## src/rtl/regfile_read_ctrl.sv

```systemverilog
// Read-port sequencer for the 16-entry register file: drives one-hot read enables,
// captures both bitlines and returns operands over valid/ready. Define REGFILE_BYPASS_EN for write forwarding.
module regfile_read_ctrl #(
   parameter int unsigned WIDTH  = 16,
   parameter int unsigned ADDR_W = 4
) (
   input  logic                       clk,
   input  logic                       rst,
   input  logic                       req_valid,
   output logic                       req_ready,
   input  logic [ADDR_W-1:0]          req_rs1,
   input  logic [ADDR_W-1:0]          req_rs2,
   output logic [(1 << ADDR_W)-1:0]   ReadEnable1,
   output logic [(1 << ADDR_W)-1:0]   ReadEnable2,
   input  logic [WIDTH-1:0]           Bitline1,
   input  logic [WIDTH-1:0]           Bitline2,
   input  logic                       wr_en,
   input  logic [ADDR_W-1:0]          wr_reg,
   input  logic [WIDTH-1:0]           wr_data,
   output logic                       rsp_valid,
   input  logic                       rsp_ready,
   output logic [WIDTH-1:0]           rsp_data1,
   output logic [WIDTH-1:0]           rsp_data2
);

   localparam int unsigned NREGS = 1 << ADDR_W;

   localparam logic [1:0] S_IDLE  = 2'd0;
   localparam logic [1:0] S_DRIVE = 2'd1;
   localparam logic [1:0] S_HOLD  = 2'd2;

   logic [1:0]        state_q, state_d;
   logic [ADDR_W-1:0] rs1_q, rs1_d;
   logic [ADDR_W-1:0] rs2_q, rs2_d;
   logic [WIDTH-1:0]  data1_q, data1_d;
   logic [WIDTH-1:0]  data2_q, data2_d;
   logic [NREGS-1:0]  en1_q, en1_d;
   logic [NREGS-1:0]  en2_q, en2_d;
   logic              ready_q, ready_d;
   logic              valid_q, valid_d;
   logic              hit1, hit2;

   // Register 0 is hardwired zero, so it never gets an enable bit.
   function automatic logic [NREGS-1:0] id_to_enable(input logic [ADDR_W-1:0] id);
      id_to_enable = '0;
      if (id != '0) begin
         id_to_enable[id] = 1'b1;
      end
   endfunction

`ifdef REGFILE_BYPASS_EN
   assign hit1 = wr_en && (wr_reg == rs1_q) && (rs1_q != '0);
   assign hit2 = wr_en && (wr_reg == rs2_q) && (rs2_q != '0);
`else
   logic unused_wr;
   assign hit1      = 1'b0;
   assign hit2      = 1'b0;
   assign unused_wr = ^{wr_en, wr_reg, wr_data};
`endif

   // Next-state, operand capture and registered-output decode.
   always_comb begin
      state_d = state_q;
      rs1_d   = rs1_q;
      rs2_d   = rs2_q;
      data1_d = data1_q;
      data2_d = data2_q;
      ready_d = 1'b0;
      valid_d = 1'b0;
      en1_d   = '0;
      en2_d   = '0;

      case (state_q)
         S_IDLE: begin
            if (req_valid) begin
               state_d = S_DRIVE;
               rs1_d   = req_rs1;
               rs2_d   = req_rs2;
            end
         end
         S_DRIVE: begin
            state_d = S_HOLD;
            data1_d = (rs1_q == '0) ? '0 : (hit1 ? wr_data : Bitline1);
            data2_d = (rs2_q == '0) ? '0 : (hit2 ? wr_data : Bitline2);
         end
         S_HOLD: begin
            // A handshake in the same cycle as a forwarded write wins; the update is dropped.
            if (rsp_ready) begin
               state_d = S_IDLE;
            end else begin
               if (hit1) data1_d = wr_data;
               if (hit2) data2_d = wr_data;
            end
         end
         default: begin
            state_d = S_IDLE;
         end
      endcase

      ready_d = (state_d == S_IDLE);
      valid_d = (state_d == S_HOLD);
      if (state_d == S_DRIVE) begin
         en1_d = id_to_enable(rs1_d);
         en2_d = id_to_enable(rs2_d);
      end
   end

   always_ff @(posedge clk) begin
      if (rst) begin
         state_q <= S_IDLE;
         rs1_q   <= '0;
         rs2_q   <= '0;
         data1_q <= '0;
         data2_q <= '0;
         en1_q   <= '0;
         en2_q   <= '0;
         ready_q <= 1'b1;
         valid_q <= 1'b0;
      end else begin
         state_q <= state_d;
         rs1_q   <= rs1_d;
         rs2_q   <= rs2_d;
         data1_q <= data1_d;
         data2_q <= data2_d;
         en1_q   <= en1_d;
         en2_q   <= en2_d;
         ready_q <= ready_d;
         valid_q <= valid_d;
      end
   end

   assign req_ready   = ready_q;
   assign rsp_valid   = valid_q;
   assign ReadEnable1 = en1_q;
   assign ReadEnable2 = en2_q;
   assign rsp_data1   = data1_q;
   assign rsp_data2   = data2_q;

endmodule

```

## config.mk

```make
export PLATFORM = sky130hd
export DESIGN_NAME = regfile_read_ctrl
export DESIGN_NICKNAME = d
export VERILOG_FILES = /design/src/rtl/regfile_read_ctrl.sv
export SDC_FILE = /design/constraint.sdc
export NUM_CORES = 1
export LEC_CHECK = 0
export CORE_MARGIN = 4
export CORE_UTILIZATION = 37
export DETAILED_ROUTE_END_ITERATION = 8
export PLACE_DENSITY = 0.75
export RECOVER_POWER = 50
export SLEW_MARGIN = 20
export SYNTH_ARGS = -nofsm -noshare
export SYNTH_HDL_FRONTEND = slang
export SYNTH_SLANG_ARGS = --single-unit
```

## constraint.sdc

```tcl
create_clock -name clk -period 1.4 [get_ports clk]
set_input_delay 0.14 -clock clk [delete_from_list [all_inputs] [get_ports clk]]
set_output_delay 0.14 -clock clk [all_outputs]
set_load 0.03 [all_outputs]
```

==> impl_metrics.ini <==
[run_status]
status = completed

[logic_synthesis]
ys_seq_elements = 76
synth_area_leader_cell = dfxtp_1
yosysTopAreaCellShare_pct = 52.4
synthCells = 275
ys.warnings.count = 0
syn-cell-area_um2 = 2900
synthTopCellsByArea = dfxtp_1, nand4bb_1, o32ai_1
synth-seq-area-share_pct = 52.4
avgSynthCellArea_um2 = 10.6
synth_cell_type_count = 21

[timing]
finalHoldViolCount = 0
drv_slew = 0
skew_ns = 0.00684
timing.hold.ws_ns = 0.188
setup_viol = 0
rsz0062_at_grt = no
fin_crit_sh_pct = 96.1
setup_tns_ns = 0
fmax_mhz = 743
finalCriticalPeriod_ns = 1.35

[power]
ir_worst_vdd_mv = 0.572
p_leak_nw = 1.75
powerDensity_nw_per_um2 = 1130

[die]
num_rows = 32
die_width_um = 96.6
die-area_um2 = 9330
ios = 131
die_height_um = 96.6
initial_utilization_pct = 37.8
core_area_um2 = 7690

[final_layout]
postLayoutCoreUtil_pct = 56.1
design_area_um2 = 4320
final_common_cell = dfxtp_1
syn2layout_area_growth_pct = 48.7
antennaDiodeCount = 0
final_cells = 493
final_cell_mix = dfxtp_1, dlygate4sd2_1, clkdlybuf4s50_1
drive_gt1_share_pct = 12.0
layout.nets = 451

[detailed_routing]
vias = 2517
via_per_inst = 5.11
drt_first_iter_violations = 77
met2_length_um = 3710
avgRoutedWirePerCell_um = 15.8
firstDrtPassIters = 4
drcViolationCount = 0
drt-total-wl_um = 7780
top_layer = met4
met1_length_um = 3430
wl_met3_um = 571
ant_nets = 0

[critical_path]
crit_required_ns = 1.63
crit_start = state_q[0]
slowest_stage = or4b_2
crit_chain = or4b_2, and3_1
start_kind = flip-flop
critPathMaxStageDelay_ns = 0.68
worstSetupPathType = flip-flop to flip-flop
regToRegEndpoint = req_ready
reg2reg_from = state_q[0]
crit_path_end_kind = flip-flop
endpoint = req_ready
r2r_cells = 2
worstPathArrival_ns = 1.58
critPathMaxFanout = 7
reg2reg_slack_ns = 0.05

[cts]
clkLatencyLatePin_ns = 0.33
root_buffer = clkbuf_8
cts_inserted_buffers = 9
clk_pin_slew_worst_paths_ns = 0.08
cts_sinks = 76
htreeDepth = 3
cts_tree = built
ctsLongestPathBuffers = 2
postCtsHoldBufs = 0
cts_setup_buffers = 0

[global_routing]
grt_overflow = 0
grt_pass1_wl_um = 12300
grt.total_usage_pct = 17.0
antenna_found_initial = 0
grt_pass1_vias = 2483
grt_max_degree = 39

[place]
placed_cell_area_um2 = 4120
dp_hpwl_um = 5220
placed_cells = 475
place.port_buffers = 109
gp_congestion = 0.759

[min_path]
min-delay-path-class = input port to flip-flop

[run]
maxCapViolations = 0
## kinds of logic (layout without fill, tap and decap cells)
logic type / after synthesis / in the layout / synth area share (%)
other: 1 / 2 / 0.129
buffers and inverters: 59 / 172 / 8.79
flip-flops: 76 / 76 / 52.4
AND/OR/NAND/NOR: 99 / 101 / 26.3
multiplexers: 6 / 6 / 2.07
AO/OA/AOI/OAI: 34 / 34 / 10.3
## stage by stage
stage          setup slack [ns]  power [W]
3_5_place_dp             -0.329    0.00305
4_1_cts                 -0.0237    0.00493
6_report                 0.0540    0.00487
2_1_floorplan           -0.0673    0.00272
3_3_place_gp             -0.219    0.00304
5_1_grt                 0.00540    0.00508
## sequential cells by signal, summed over array words and instances, names as in the netlist
| signal | cells |
|---|---|
| ReadEnable1 | 16 |
| ReadEnable2 | 16 |
| req_ready | 1 |
| rs1_q | 4 |
| rs2_q | 4 |
| rsp_data1 | 16 |
| rsp_data2 | 16 |
| rsp_valid | 1 |
| state_q | 2 |
## worst min path at each step
stage                            endpoint  cells past startpoint  slack [ns]         start
after floorplan           ReadEnable1[10]                      1        0.22    req_rs1[0]
after detailed placement     rsp_data1[0]                      2        0.46  rsp_data1[0]
after global placement       rsp_data1[0]                      2        0.46  rsp_data1[0]
after CTS                    rsp_data2[1]                      2        0.15           rst
after global routing         rsp_data2[1]                      2        0.20           rst
final                        rsp_data2[1]                      2        0.19           rst
## power by group
| part | internal (W) | switching, W |
|---|---|---|
| Clock | 0.00107 | 0.000829 |
| Sequential | 0.00223 | 0.0000386 |
| Combinational | 0.000317 | 0.000385 |
| Total | 0.00362 | 0.00125 |
## final cells by class
cell class                 count  area (um2)
clock inverter                 6        95.1
timing repair buffer         123        1110
multi-input combinational    143        1200
tap                          102         128
sequential                    76        1530
inverter                      33         124
clock buffer                  10         138
fill                         723        3370
## synth_stat cells
library cell,n
nor3b_2,1
nand4bb_1,31
or4b_2,1
conb_1,1
nor3_1,18
inv_1,33
buf_2,3
a22o_1,2
buf_6,4
clkbuf_1,19
mux2i_1,6
nand2b_1,20
o32ai_1,32
or4b_4,1
and3_1,1
nor2b_1,3
nor4_1,14
or4bb_1,1
nand2_1,6
dfxtp_1,76
or3b_2,2
## what timing repair did
action	4_1_cts	5_1_grt
gates resized for setup	69	8
endpoints found under the hold margin	0	0
pin swaps	1	2
cloned	1	1
setup endpoints to repair	97	21
## worst max-delay path: cells and delay by family, from the launching register on
family | cells | cell delay, ns
flip-flops | 1 | 0.37
AND/OR/NAND/NOR | 2 | 0.88
## routing by layer
metal | vias up | track usage (%)
met5 | - | 0
met4 | 0 | 5.84
met3 | 7 | 4.96
met2 | 76 | 26.5
met1 | 1197 | 22.4
li1 | 1237 | -
No activity file was read; power rests on OpenSTA's default activity.
